**config.mk**
```make
export PLATFORM = sky130hd
export DESIGN_NAME = addsub_seq32
export DESIGN_NICKNAME = d
export VERILOG_FILES = /design/src/rtl/addsub_seq_pkg.sv /design/src/rtl/adder_8bit.sv /design/src/rtl/addsub_seq32.sv
export SDC_FILE = /design/constraint.sdc
export NUM_CORES = 1
export LEC_CHECK = 0
export BUFFER_PORTS_ARGS = -buffer_cell sky130_fd_sc_hd__clkbuf_2
export CORE_ASPECT_RATIO = 0.8
export CORE_MARGIN = 5
export CORE_UTILIZATION = 55
export CTS_BUF_LIST = sky130_fd_sc_hd__clkbuf_2
export DETAILED_ROUTE_END_ITERATION = 8
export PLACE_DENSITY = 0.85
export SETUP_SLACK_MARGIN = 0.5
export SLEW_MARGIN = 10
export SYNTH_ARGS = -nofsm -noshare
export SYNTH_HDL_FRONTEND = slang
export SYNTH_SLANG_ARGS = --single-unit
export TNS_END_PERCENT = 1
```
**constraint.sdc**
```tcl
create_clock -name clk -period 9.45 [get_ports clk]
set_input_delay 1.89 -clock clk [delete_from_list [all_inputs] [get_ports clk]]
set_output_delay 1.89 -clock clk [all_outputs]
set_load 0.01 [all_outputs]
```
**src/rtl/addsub_seq_pkg.sv**
```systemverilog
// Shared constants for the sequential add/subtract unit: FSM encoding, slice width, mode codes.
package addsub_seq_pkg;

    localparam int SLICE_W = 8;

    localparam logic MODE_ADD = 1'b0;
    localparam logic MODE_SUB = 1'b1;

    typedef enum logic [1:0] {
        IDLE = 2'd0,
        RUN  = 2'd1,
        DONE = 2'd2
    } state_t;

endpackage

```
**src/rtl/adder_8bit.sv**
```systemverilog
// 8-bit ripple-carry adder slice used as the shared datapath of addsub_seq32.
module adder_8bit (
    input  logic [7:0] a,
    input  logic [7:0] b,
    input  logic       ci,
    output logic [7:0] s,
    output logic       co
);

    logic [8:0] w_carry;

    always_comb begin
        w_carry    = '0;
        s          = '0;
        w_carry[0] = ci;
        for (int i = 0; i < 8; i++) begin
            s[i]         = a[i] ^ b[i] ^ w_carry[i];
            w_carry[i+1] = (a[i] & b[i]) | (w_carry[i] & (a[i] ^ b[i]));
        end
    end

    assign co = w_carry[8];

endmodule

```
**src/rtl/addsub_seq32.sv**
```systemverilog
// Multi-cycle add/subtract: one 8-bit slice per cycle, LSB first, with valid/ready on both sides.
// Optional zero flag output z is enabled by defining ADDSUB_SEQ_ZFLAG_EN.
//
//   state | meaning
//   IDLE  | waiting for operands (in_ready=1)
//   RUN   | processing slice r_idx, carry chained through r_carry
//   DONE  | result and flags held until the consumer takes them
module addsub_seq32
    import addsub_seq_pkg::*;
#(
    parameter int N_SLICES = 4,
    parameter int SLICE_W  = 8
) (
    input  logic                       clk,
    input  logic                       rst,
    input  logic                       in_valid,
    output logic                       in_ready,
    input  logic [8*N_SLICES-1:0]      x,
    input  logic [8*N_SLICES-1:0]      y,
    input  logic                       m,
    output logic                       out_valid,
    input  logic                       out_ready,
    output logic [8*N_SLICES-1:0]      s,
    output logic                       c,
    output logic                       v
`ifdef ADDSUB_SEQ_ZFLAG_EN
    ,
    output logic                       z
`endif
);

    localparam int DATA_W = 8 * N_SLICES;
    localparam int IDX_W  = (N_SLICES > 1) ? $clog2(N_SLICES) : 1;
    localparam logic [IDX_W-1:0] LAST_IDX = IDX_W'(N_SLICES - 1);

    generate
        if (SLICE_W != addsub_seq_pkg::SLICE_W) begin : g_bad_slice_w
            $error("addsub_seq32: SLICE_W must be 8 to match adder_8bit");
        end
        if (N_SLICES < 1 || N_SLICES > 8) begin : g_bad_n_slices
            $error("addsub_seq32: N_SLICES must be in 1..8");
        end
    endgenerate

    state_t r_state;
    state_t w_state_next;

    logic [N_SLICES-1:0][7:0] r_a;
    logic [N_SLICES-1:0][7:0] r_b;
    logic [N_SLICES-1:0][7:0] r_s;
    logic [N_SLICES-1:0][7:0] w_s_next;
    logic [IDX_W-1:0]         r_idx;
    logic                     r_carry;
    logic                     r_c;
    logic                     r_v;

    logic [7:0] w_a_slice;
    logic [7:0] w_b_slice;
    logic [7:0] w_sum;
    logic       w_co;
    logic       w_accept;
    logic       w_last;
    logic       w_ovf;

    assign w_a_slice = r_a[r_idx];
    assign w_b_slice = r_b[r_idx];

    adder_8bit u_slice (
        .a  (w_a_slice),
        .b  (w_b_slice),
        .ci (r_carry),
        .s  (w_sum),
        .co (w_co)
    );

    // Merged view of the result with the current slice written in; feeds both r_s and the zero flag.
    always_comb begin
        w_s_next        = r_s;
        w_s_next[r_idx] = w_sum;
    end

    assign w_last = (r_idx == LAST_IDX);
    assign w_ovf  = (w_a_slice[7] == w_b_slice[7]) && (w_sum[7] != w_a_slice[7]);

    always_comb begin
        w_state_next = r_state;
        w_accept     = 1'b0;
        case (r_state)
            IDLE: begin
                if (in_valid) begin
                    w_accept     = 1'b1;
                    w_state_next = RUN;
                end
            end
            RUN: begin
                if (w_last) begin
                    w_state_next = DONE;
                end
            end
            DONE: begin
                if (out_ready) begin
                    w_state_next = IDLE;
                end
            end
            default: w_state_next = IDLE;
        endcase
    end

    always_ff @(posedge clk) begin
        if (rst) begin
            r_state <= IDLE;
            r_idx   <= '0;
            r_carry <= 1'b0;
            r_a     <= '0;
            r_b     <= '0;
            r_s     <= '0;
            r_c     <= 1'b0;
            r_v     <= 1'b0;
        end else begin
            r_state <= w_state_next;
            if (w_accept) begin
                r_a     <= x;
                r_b     <= (m == MODE_SUB) ? ~y : y;
                r_carry <= m;
                r_idx   <= '0;
            end else if (r_state == RUN) begin
                r_s     <= w_s_next;
                r_carry <= w_co;
                r_idx   <= r_idx + IDX_W'(1);
                if (w_last) begin
                    r_c <= w_co;
                    r_v <= w_ovf;
                end
            end
        end
    end

`ifdef ADDSUB_SEQ_ZFLAG_EN
    logic r_z;

    always_ff @(posedge clk) begin
        if (rst) begin
            r_z <= 1'b0;
        end else if (r_state == RUN && w_last) begin
            r_z <= (w_s_next == '0);
        end
    end

    assign z = r_z;
`endif

    assign in_ready  = (r_state == IDLE);
    assign out_valid = (r_state == DONE);
    assign s         = DATA_W'(r_s);
    assign c         = r_c;
    assign v         = r_v;

endmodule
```
After elaboration in Yosys (flattened, before gate mapping). Index checks and enable logic that the tools add are counted.

Register bits after elaboration: 103. Bits in latches: 0. RAM bits: 0. Memory bits (read-only): 0. Input bits: 69. Output and inout bits: 36. Logic and storage cells: 94. Memories kept: 0.

Add/subtract/negate cells: 1. Multiply operators: 0. Divide/modulo/power cells: 0. Magnitude comparators: 2. Eq/ne operators: 8. Shift-type cells: 0. Mux-type cells: 16. Bitwise gates (word level): 42. Reduce and logical (&&, ||, !) cells: 8.

Operators by type and width (count): $bmux W8 S2 (2); $bwmux W32 (1); $mux W32 (1); $not A32 Y32 (1); $mux W8 (3); $and A1 B1 Y1 (16); $demux W8 S2 (1); $xor A1 B1 Y1 (16); $or A1 B1 Y1 (8); $mux W2 (3); $pmux W2 S3 (1); $reduce_and A3 Y1 (2); $eq A2 B2 Y1 const B (2); $mux W1 (4); $ne A2 B2 Y1 const B (2); $lt A2 B3 Y1 const B (1); $add A2 B1 Y2 const B (1); $eq A2 B1 Y1 const B (1); $ge A2 B1 Y1 const B (1); $logic_and A1 B1 Y1 (2); $logic_not A2 Y1 (1); $ne A2 B1 Y1 const B (1); $reduce_and A2 Y1 (1); $reduce_bool A2 Y1 (1); other kinds (4) (4).

Depth between registers and ports, before layout. Gate-level depths: netlist of run 1.

Depth in word-level cells: 21. Mapped depth: 16. Depth with buffers taken out: 15.

By module. A second synthesis of run 1 with hierarchy kept.

Cells, all modules: 501. Area total of the unflattened synthesis: 4535.6 µm².

By module, submodules not included: addsub_seq32 (times used 1, cells each 483, area an instance 4337.9 µm², seq. area each 2062.0 µm²); adder_8bit (times used 1, cells each 18, area an instance 197.7 µm², seq. area each 0.0 µm²).

Worst setup path after synthesis of run 1. No wires, ideal clock.

Path kind: register -> register. From: register r_idx[0]. To: register r_v (netlist: v). Library setup time: 73 ps. Arrival time: 4738 ps. Required time: 9377 ps. Setup slack: 4639 ps. Stages on the path, launching flop included: 16. Buffers on the path: 1. Clock period less this slack: 4811 ps. Path through: dfxtp_1 buf_6 mux4_2 fa_1 fa_1 fa_1 fa_1 fa_1 inv_1 fa_1 inv_1 fa_1 inv_1 fa_1 or4_1 o211ai_2.

Word-level cells in the longest chain between the ends: 20. Elaborated cells on any way between the ends: 39. Classes of those cells: 3 x eq/ne; 4 x mux; 30 x bitwise; 2 x reduce/logical.

Ends and longest elaborated chain: start: declaration (line addsub_seq32.sv:52) `logic [IDX_W-1:0] r_idx;`; start signal: assignment (line addsub_seq32.sv:129) `r_idx <= r_idx + IDX_W'(1);`; $bmux W8 S2 (on tied branches) (line addsub_seq32.sv:65, addsub_seq32.sv:66); $mux W8 (on tied branches) (line addsub_seq32.sv:65, addsub_seq32.sv:66); $xor A1 B1 Y1 (line adder_8bit.sv:18) `w_carry[i+1] = (a[i] & b[i]) | (w_carry[i] & (a[i] ^ b[i]));`; $and A1 B1 Y1 (line adder_8bit.sv:18); $or A1 B1 Y1 (line adder_8bit.sv:18); $and A1 B1 Y1 (line adder_8bit.sv:18); $or A1 B1 Y1 (line adder_8bit.sv:18); $and A1 B1 Y1 (line adder_8bit.sv:18); [4 not listed]; $or A1 B1 Y1 (line adder_8bit.sv:18); $and A1 B1 Y1 (line adder_8bit.sv:18); $or A1 B1 Y1 (line adder_8bit.sv:18); $and A1 B1 Y1 (line adder_8bit.sv:18); $or A1 B1 Y1 (line adder_8bit.sv:18); $xor A1 B1 Y1 (line adder_8bit.sv:17) `s[i] = a[i] ^ b[i] ^ w_carry[i];`; $ne A1 B1 Y1 (line addsub_seq32.sv:83) `assign w_ovf = (w_a_slice[7] == w_b_slice[7]) && (w_sum[7] != w_a_slice[7]);`; $logic_and A1 B1 Y1 (line addsub_seq32.sv:83); end signal: assignment (line addsub_seq32.sv:132) `r_v <= w_ovf;`; end: declaration (line addsub_seq32.sv:55) `logic r_v;`.

Parallel ways exist; a longest one is shown, timed or not. The select of a mux whose other input is x is not followed. A chain may end at the register's enable or synchronous reset.

Worst setup path after layout of run 1.
From: register r_idx[1]. To: register r_v (netlist: v).

The elaborated chain is that of the path after synthesis.

==> results of run 1 <==
-- registers in the layout, indices dropped and copies added (netlist names) --
name / cells
r_a: 32
r_idx: 2
c: 1
r_state: 2
v: 1
r_carry: 1
r_b: 32
s: 32
-- power groups by stage --
stage                     clock network (mW)  logic (mW)  registers, mW
after floorplan                            0       0.111          0.482
after global placement                     0       0.143          0.486
after detailed placement                   0       0.149          0.488
after CTS                              0.179       0.149          0.479
after global routing                   0.196       0.164          0.483
final                                  0.175       0.148          0.480
-- layout make-up --
cell class | count | share of cell area, %
Multi-Input combinational cell | 341 | 44.66
Timing Repair Buffer | 106 | 10.41
Clock inverter | 6 | 0.7020
Clock buffer | 10 | 0.9683
Inverter | 9 | 0.6536
Sequential cell | 103 | 39.89
Tap cell | 112 | 2.711
-- cell families (layout without fill, tap and decap cells) --
kind of cell	Yosys count	after routing
AOI/OAI and AO/OA	102	102
and+or+nand+nor	176	176
buffers and inverters	50	131
xor gates and xnor gates	33	33
muxes	17	17
adders and majority gates	13	13
DFF	103	103
-- worst max path at each step --
stage                     slack [ns]  endpoint  cells past startpoint
after global routing            3.80         v                     14
after global placement          4.29         v                     14
final                           4.06         v                     14
after CTS                       4.07         v                     14
after floorplan                 4.64         v                     15
after detailed placement        4.21         v                     14
-- layer usage --
| metal | GRT usage (%) | part of all wire, % | vias up |
|---|---|---|---|
| li1 | - | - | 1814 |
| met1 | 27.81 | 46 | 1682 |
| met2 | 32.54 | 46 | 127 |
| met3 | 4.899 | 6.5 | 12 |
| met4 | 4.805 | 1.1 | 0 |
| met5 | 0 | 0 | - |
-- cell usage in the layout (no fill, tap or decap), types with 2 or more instances in the layout --
cell type	n
nor2_1	42
a211oi_2	8
nand3b_1	5
mux4_2	16
and2b_2	2
nand2_1	113
a211oi_1	33
and3b_1	3
clkinv_1	2
inv_1	9
ha_1	5
a21oi_1	59
xnor2_1	33
clkinvlp_4	2
fa_1	8
clkbuf_2	113
nand2b_1	2
nor3_1	2
dfxtp_1	103
buf_4	3
-- per-stage QoR --
stage / setup slack (ns) / power, mW / instances / area (µm²)
after CTS: 4.073 / 0.8071 / 687 / 5169
after detailed placement: 4.210 / 0.6370 / 671 / 5082
after floorplan: 4.639 / 0.5932 / 494 / 4677
final: 4.064 / 0.8025 / 687 / 5169
after global routing: 3.796 / 0.8430 / 687 / 5169
after global placement: 4.295 / 0.6292 / 671 / 5082
-- worst max-delay path: cells and delay by family, from the launching register on --
| family | cells | cell delay, ns |
|---|---|---|
| AOI/OAI and AO/OA | 1 | 0.14 |
| adders and majority gates | 8 | 3.07 |
| buffers and inverters | 3 | 0.22 |
| DFF | 1 | 0.90 |
| muxes | 1 | 0.43 |
| and+or+nand+nor | 1 | 0.57 |
==> results.sh, run 1 <==
export IMPL_gp_congestion=0.8406
export IMPL_startpoint_type="flop"
export IMPL_antenna_cells=0
export IMPL_worstPathRequired_ns=9.95
export IMPL_port_buffers=104
export IMPL_whs_ns=0.4712
export IMPL_drc=0
export IMPL_rr_endpoint="v"
export IMPL_power_switching_mw=0.2410
export IMPL_rsz0062_at_grt="no"
export IMPL_dominantRegCellSynth="dfxtp_1"
export IMPL_p_sw_share_pct=30.03
export IMPL_cp_slowest_stage_delay_ns=0.90
export IMPL_fillers=737
export IMPL_regArea_mm2=0.002062
export IMPL_min_to="r_a[16]"
export IMPL_fin_util_pct=61.47
export IMPL_finalCritPeriodShare_pct=56.99
export IMPL_muxShareOfSynthArea_pct=7.919
export IMPL_coreArea_mm2=0.008408
export IMPL_synth_area_top_cells="dfxtp_1 44%, nand2_1 9.1%, mux4_2 7.7%, a21oi_1 6.3%, xnor2_1 6.2%"
export IMPL_crit_top_cell="fa_1"
export IMPL_grt_max_degree=106
export IMPL_setup_viol=0
export IMPL_cpMaxStageDelayCell="dfxtp_1"
export IMPL_synth_area_mm2=0.004677
export IMPL_outcome="finished, final reports clean"
export IMPL_multi_input_area_mm2=0.002308
export IMPL_synth_edf_count=0
export IMPL_antenna_found_initial=0
export IMPL_critical_path_cell_chain="mux4_2 -> fa_1 -> fa_1 -> fa_1 -> fa_1 -> fa_1 -> inv_1 -> fa_1 -> inv_1 -> fa_1 -> inv_1 -> fa_1 -> or4_1 -> o211ai_2"
export IMPL_cts_path_max_buffers=2
export IMPL_hold_buffers=0
export IMPL_die_area_mm2=0.01046
export IMPL_dp_hpwl_mm=7.668
export IMPL_cp_startpoint="r_idx[1]"
export IMPL_clock_latency_ns=0.56
export IMPL_wl_per_cell_um=15.16
export IMPL_synth_top_area_share_pct=44.09
export IMPL_fp_row_count=30
export IMPL_grt_overflow_total=0
export IMPL_ys_seq_elements=103
export IMPL_tightest_slew_ns=1.095
export IMPL_ys_warn_count=0
export IMPL_fin_setup_tns_ns=0
export IMPL_area_delta_synth_final_pct=10.51
export IMPL_max_freq_mhz=185.7
export IMPL_cts_sinks=103
export IMPL_period_minus_slack_ns=5.386
export IMPL_cts_max_level=3
export IMPL_power_frac_seq_pct=59.8
export IMPL_async_reset_ff_share_pct=0
export IMPL_yosys_area_share_xor_xnor_pct=6.180
export IMPL_crit_type="reg -> reg"
export IMPL_skew_ns=0.02065
export IMPL_synth_nets=576
export IMPL_synth_compound_area_share_pct=14.18
export IMPL_initial_utilization_pct=55.63
export IMPL_yosysMostFrequentCell="nand2_1"
export IMPL_hold_path_class="reg -> reg"
export IMPL_cts_setup_buffers=0
export IMPL_maxCapViolations=0
export IMPL_numCtsBuffers=9
export IMPL_hold_depth=2
export IMPL_pwr_share_comb_pct=18.5
export IMPL_synthSimpleGateAreaFrac_pct=16.19
export IMPL_ys_types=32
export IMPL_grt_use_total_pct=20.29
export IMPL_dr_pass1_iters=4
export IMPL_clk_pin_slew_ns=0.26
export IMPL_arrival_ns=5.89
export IMPL_synth_adder_area_share_pct=4.762
export IMPL_path_max_fanout=20
export IMPL_via_per_inst=5.291
export IMPL_ant_nets=0
export IMPL_pwr_share_clk_pct=21.7
export IMPL_r2r_start="r_idx[1]"
export IMPL_endpoint_kind="flop"
export IMPL_drt_iter0_drc=291
export IMPL_cts_root_buf="clkbuf_2"
export IMPL_hold_viol=0
export IMPL_max_slew_margin_pct=27.02
export IMPL_wirelength_mm=10.42
export IMPL_synth_top_area_cell="dfxtp_1"
export IMPL_boundaryPins=105
export IMPL_cts_tree="built"
export IMPL_power_leakage_nw=2.044
export IMPL_power_density_mw_per_mm2=155.3
export IMPL_drive_gt1_share_pct=26.09
export IMPL_routed_via_count=3635
export IMPL_dieHeight_um=92.48
export IMPL_nets=652
export IMPL_synth_top_family_by_area="simple AND/OR/NAND/NOR gates"
export IMPL_grt_pass1_wl_mm=17.03
export IMPL_min_from="r_a[16]"
export IMPL_ys_seq_area_share_pct=44.09
export IMPL_syn_inst=494
export IMPL_report_final_slew_viol_count=0
export IMPL_grt_pass1_vias=3558
export IMPL_internal_power_mw=0.5615
export IMPL_cts_resized=0
export IMPL_rr_worst_depth=14
export IMPL_synth_common_cells="113 x nand2_1, 103 x dfxtp_1, 59 x a21oi_1, 42 x nor2_1"
export IMPL_vdd_ir_drop_max_v=0.00007110
export IMPL_r2r_setup_slack_ns=4.06
export IMPL_die_w_um=113.1
export IMPL_syn_area_per_cell_um2=9.468
(Power assumes the default switching activity.)
==> run 2: changes to the inputs <==
- CORE_UTILIZATION: 55 -> 51
- PLACE_DENSITY: 0.85 -> 0.83
- clock period: 9.45 -> 4.7 ns (I/O delays scaled with it)
==> run 2 against run 1 <==
Against the previous run:
- critical path depth is the same
- core utilization down 2.7 points
- global-route usage shrank 0.21 points
- routed wire length grew 2.6%
- fmax grew 17%
- sequential power increased by 100%
- non-clock buffer count up 4
- worst setup slack lost 4.0 ns
- highest routed layer unchanged
==> results.sh, run 2 (synthesis results as in run 1) <==
export IMPL_coreArea_mm2=0.008999
export IMPL_max_freq_mhz=217.7
export IMPL_dieHeight_um=95.66
export IMPL_cts_max_level=3
export IMPL_fin_cells=694
export IMPL_mostFrequentLayoutCells="113 x nand2_1, 112 x clkbuf_2, 101 x dfxtp_1"
export IMPL_period_minus_slack_ns=4.594
export IMPL_report_final_slew_viol_count=0
export IMPL_startpoint_type="flop"
export IMPL_hold_depth=2
export IMPL_fp_row_count=31
export IMPL_placedCellCount=678
export IMPL_min_from="s[8]"
export IMPL_drc=0
export IMPL_cts_setup_buffers=0
export IMPL_clk_pin_slew_ns=0.29
export IMPL_routed_via_count=3665
export IMPL_fin_util_pct=58.79
export IMPL_die_w_um=117.1
export IMPL_fillers=788
export IMPL_wl_per_cell_um=15.39
export IMPL_boundaryPins=105
export IMPL_cp_startpoint="r_idx[0]"
export IMPL_finalCritPeriodShare_pct=97.75
export IMPL_crit_type="reg -> reg"
export IMPL_nets=656
export IMPL_outcome="finished, final reports clean"
export IMPL_r2r_setup_slack_ns=0.11
export IMPL_drive_gt1_share_pct=29.02
export IMPL_power_density_mw_per_mm2=326.6
export IMPL_vdd_ir_drop_max_v=0.0001542
export IMPL_dr_pass1_iters=4
export IMPL_tightest_slew_ns=1.087
export IMPL_port_buffers=104
export IMPL_drt_iter0_drc=278
export IMPL_grt_max_degree=106
export IMPL_min_to="s[8]"
export IMPL_worstPathRequired_ns=5.23
export IMPL_power_leakage_nw=2.089
export IMPL_rr_endpoint="v"
export IMPL_ant_nets=0
export IMPL_cts_tree="built"
export IMPL_numCtsBuffers=9
export IMPL_layout_commonest_cell="nand2_1"
export IMPL_path_max_fanout=4
export IMPL_antenna_found_initial=0
export IMPL_grt_use_total_pct=20.08
export IMPL_dp_hpwl_mm=8.007
export IMPL_via_per_inst=5.281
export IMPL_area_delta_synth_final_pct=13.11
export IMPL_hold_viol=0
export IMPL_wirelength_mm=10.68
export IMPL_rr_worst_depth=14
export IMPL_grt_pass1_wl_mm=17.46
export IMPL_maxCapViolations=0
export IMPL_setup_viol=0
export IMPL_hold_path_class="reg -> reg"
export IMPL_grt_pass1_vias=3506
export IMPL_cts_root_buf="clkbuf_2"
export IMPL_skew_ns=0.02418
export IMPL_initial_utilization_pct=51.97
export IMPL_cts_sinks=103
export IMPL_clock_latency_ns=0.57
export IMPL_endpoint_kind="flop"
export IMPL_rsz0062_at_grt="yes"
export IMPL_cts_path_max_buffers=2
export IMPL_antenna_cells=0
export IMPL_grt_overflow_total=0
export IMPL_whs_ns=0.4741
export IMPL_r2r_start="r_idx[0]"
export IMPL_arrival_ns=5.13
export IMPL_max_slew_margin_pct=27.55
export IMPL_gp_congestion=0.8182
export IMPL_die_area_mm2=0.01120
-- run 2: metal layers --
layer  global-route usage, %  routed length, µm
met1                   28.65               4876
met2                   31.30               4978
met3                   4.378                749
met4                   4.585                 78
met5                       0                  0
-- run 2: worst max-delay path: stages (launching register included) --
cell,delay (ns)
dfxtp_4,0.44
mux4_2,0.51
fa_2,0.37
fa_2,0.36
fa_2,0.36
fa_2,0.35
fa_2,0.33
inv_1,0.07
fa_1,0.16
inv_1,0.05
fa_1,0.36
inv_1,0.08
fa_1,0.43
or4_4,0.52
o211ai_2,0.15
-- run 2: repair_timing --
action | in CTS | in global routing
pin swaps | 0 | 2
endpoints found under the setup margin | 5 | 6
resized for setup | 1 | 7
hold buffers | 0 | 0
-- run 2: report_power, final --
group          switching (mW)  internal (mW)  leakage, nW
Sequential             0.0344          0.929        0.845
Combinational           0.173          0.138         1.16
Clock                   0.315          0.138       0.0809
-- run 2: stage by stage --
stage | power (mW) | TNS [ns] | cell area [µm²] | setup WS, ns
global placement | 1.273 | 0 | 5127 | 0.1847
CTS | 1.738 | 0 | 5263 | 0.06643
finish | 1.728 | 0 | 5290 | 0.1056
global route | 1.824 | -0.04101 | 5290 | -0.04101
floorplan | 1.195 | 0 | 4688 | 0.08466
detailed placement | 1.287 | 0 | 5127 | 0.1186
-- run 2: how the worst max path moves through the flow --
stage                     end  slack [ns]  cells past startpoint
final                       v        0.11                     14
after global routing        v       -0.04                     14
after CTS                   v        0.07                     14
after detailed placement    v        0.12                     14
after global placement      v        0.18                     14
after floorplan             v        0.08                     15
-- run 2: area by class of cell --
cell class	count	area (µm²)	area share, %
clock buffer	9	45.04	0.8515
clock inverter	7	87.58	1.656
inverter	9	33.78	0.6386
multi-input combinational	341	2345	44.32
sequential	103	2067	39.07
tap	115	143.9	2.720
timing repair buffer	110	568.0	10.74
==> run 3: changes to the inputs <==
- SETUP_SLACK_MARGIN: 0.5 -> unset
- SLEW_MARGIN: 10 -> 20
==> run 3 against run 2 <==
Against the previous run:
- combinational power is essentially flat
- clock skew shrank 0.0030 ns
- fmax grew 0.96%
- die area is the same
- non-clock buffer count grew 4
- via count shrank 0.63%
- core utilization shrank 0.24 points
- critical path depth is the same
- critical path type unchanged
==> results.sh, run 3 (synthesis results as in run 1) <==
export IMPL_outcome="finished, final reports clean"
export IMPL_rsz0062_at_grt="no"
export IMPL_ant_nets=0
export IMPL_antenna_cells=0
export IMPL_area_delta_synth_final_pct=12.65
export IMPL_power_leakage_nw=2.088
export IMPL_dr_pass1_iters=4
export IMPL_port_buffers=104
export IMPL_hold_viol=0
export IMPL_wirelength_mm=10.46
export IMPL_cts_path_max_buffers=2
export IMPL_dp_hpwl_mm=7.770
export IMPL_period_minus_slack_ns=4.551
export IMPL_crit_type="reg -> reg"
export IMPL_worstPathRequired_ns=5.23
export IMPL_skew_ns=0.02117
export IMPL_power_density_mw_per_mm2=313.8
export IMPL_numCtsBuffers=9
export IMPL_placedCellCount=681
export IMPL_die_area_mm2=0.01120
export IMPL_path_max_fanout=5
export IMPL_antenna_found_initial=0
export IMPL_clock_latency_ns=0.56
export IMPL_max_freq_mhz=219.8
export IMPL_startpoint_type="flop"
export IMPL_dieHeight_um=95.66
export IMPL_max_slew_margin_pct=27.38
export IMPL_fin_cells=698
export IMPL_fin_util_pct=58.55
export IMPL_p_total_mw=1.654
export IMPL_nets=660
export IMPL_routed_via_count=3642
export IMPL_coreArea_mm2=0.008999
export IMPL_arrival_ns=5.08
export IMPL_grt_overflow_total=0
export IMPL_mostFrequentLayoutCells="113 x nand2_1, 112 x clkbuf_2, 102 x dfxtp_1"
export IMPL_grt_pass1_vias=3564
export IMPL_initial_utilization_pct=51.97
export IMPL_whs_ns=0.4722
export IMPL_boundaryPins=105
export IMPL_grt_use_total_pct=19.34
export IMPL_endpoint_kind="flop"
export IMPL_layout_commonest_cell="nand2_1"
export IMPL_report_final_slew_viol_count=0
export IMPL_drt_iter0_drc=278
export IMPL_tightest_slew_ns=1.089
export IMPL_hold_path_class="reg -> reg"
export IMPL_maxCapViolations=0
export IMPL_drc=0
export IMPL_cts_tree="built"
export IMPL_cts_max_level=3
export IMPL_finalCritPeriodShare_pct=96.82
export IMPL_clk_pin_slew_ns=0.29
export IMPL_drive_gt1_share_pct=28.99
export IMPL_gp_congestion=0.7801
export IMPL_die_w_um=117.1
export IMPL_wl_per_cell_um=14.98
export IMPL_vdd_ir_drop_max_v=0.0001689
export IMPL_via_per_inst=5.218
export IMPL_cts_root_buf="clkbuf_2"
export IMPL_setup_viol=0
export IMPL_grt_max_degree=106
export IMPL_cts_sinks=103
export IMPL_fin_setup_tns_ns=0
export IMPL_fp_row_count=31
export IMPL_grt_pass1_wl_mm=16.89
## run 3: cell count changes in the layout (fill, tap and decap cells not counted), moves of 2 or more
| cell | previous run | this run |
|---|---|---|
| clkinv_2 | 0 | 2 |
| buf_4 | 7 | 11 |
| a211oi_2 | 12 | 8 |
| a211oi_1 | 29 | 33 |
## run 3: worst paths after layout
| path | from | cells past startpoint | slack, ns | endpoint |
|---|---|---|---|---|
| hold / removal | r_a[6] | 2 | 0.47 | r_a[6] |
| setup / recovery | r_idx[0] | 14 | 0.15 | v |
| setup reg to reg | r_idx[0] | 14 | 0.15 | v |
| hold reg to reg | r_a[6] | 2 | 0.47 | r_a[6] |
## run 3: final cells by class
cell class,count,area [µm²]
Inverter,9,33.78
Clock inverter,7,55.05
Fill cell,788,3730
Tap cell,115,143.9
Clock buffer,9,45.04
Sequential cell,103,2066
Timing Repair Buffer,114,598.1
Multi-Input combinational cell,341,2327
## run 3: metrics by stage
stage / setup WS, ns / area (µm²)
after global placement: 0.06568 / 5145
after detailed placement: -0.07501 / 5145
final: 0.1494 / 5269
after global routing: 0.009388 / 5269
after floorplan: 0.001579 / 4683
after CTS: 0.01546 / 5260
## run 3: routing by layer
layer  up-vias  wire length, µm  GRT usage, %
li1       1831                -             -
met1      1685             4953         27.19
met2       110             4720         29.36
met3        16              638         4.505
met4         0              144         6.590
met5         -                0             0
## run 3: worst max-delay path, cell delays in order (launching register included)
cell and delay [ns]:
dfxtp_4 0.44, mux4_2 0.52, fa_2 0.38, fa_2 0.35, fa_2 0.35, fa_2 0.36
fa_2 0.33, inv_1 0.07, fa_1 0.17, inv_1 0.06, fa_2 0.33, inv_2 0.06
fa_1 0.43, or4_4 0.53, o211ai_2 0.14
## run 3: repair_timing
item,4_1_cts,5_1_grt
pin swaps,0,2
gates resized for setup,3,4
setup buffers,1,0
setup endpoints to repair,1,1
hold buffers,0,0
cloned,0,0
## run 3: power breakdown
part	internal [mW]	total (mW)	switching, mW
Sequential	0.929	0.963	0.0337
Clock	0.0773	0.379	0.302
Combinational	0.140	0.311	0.171
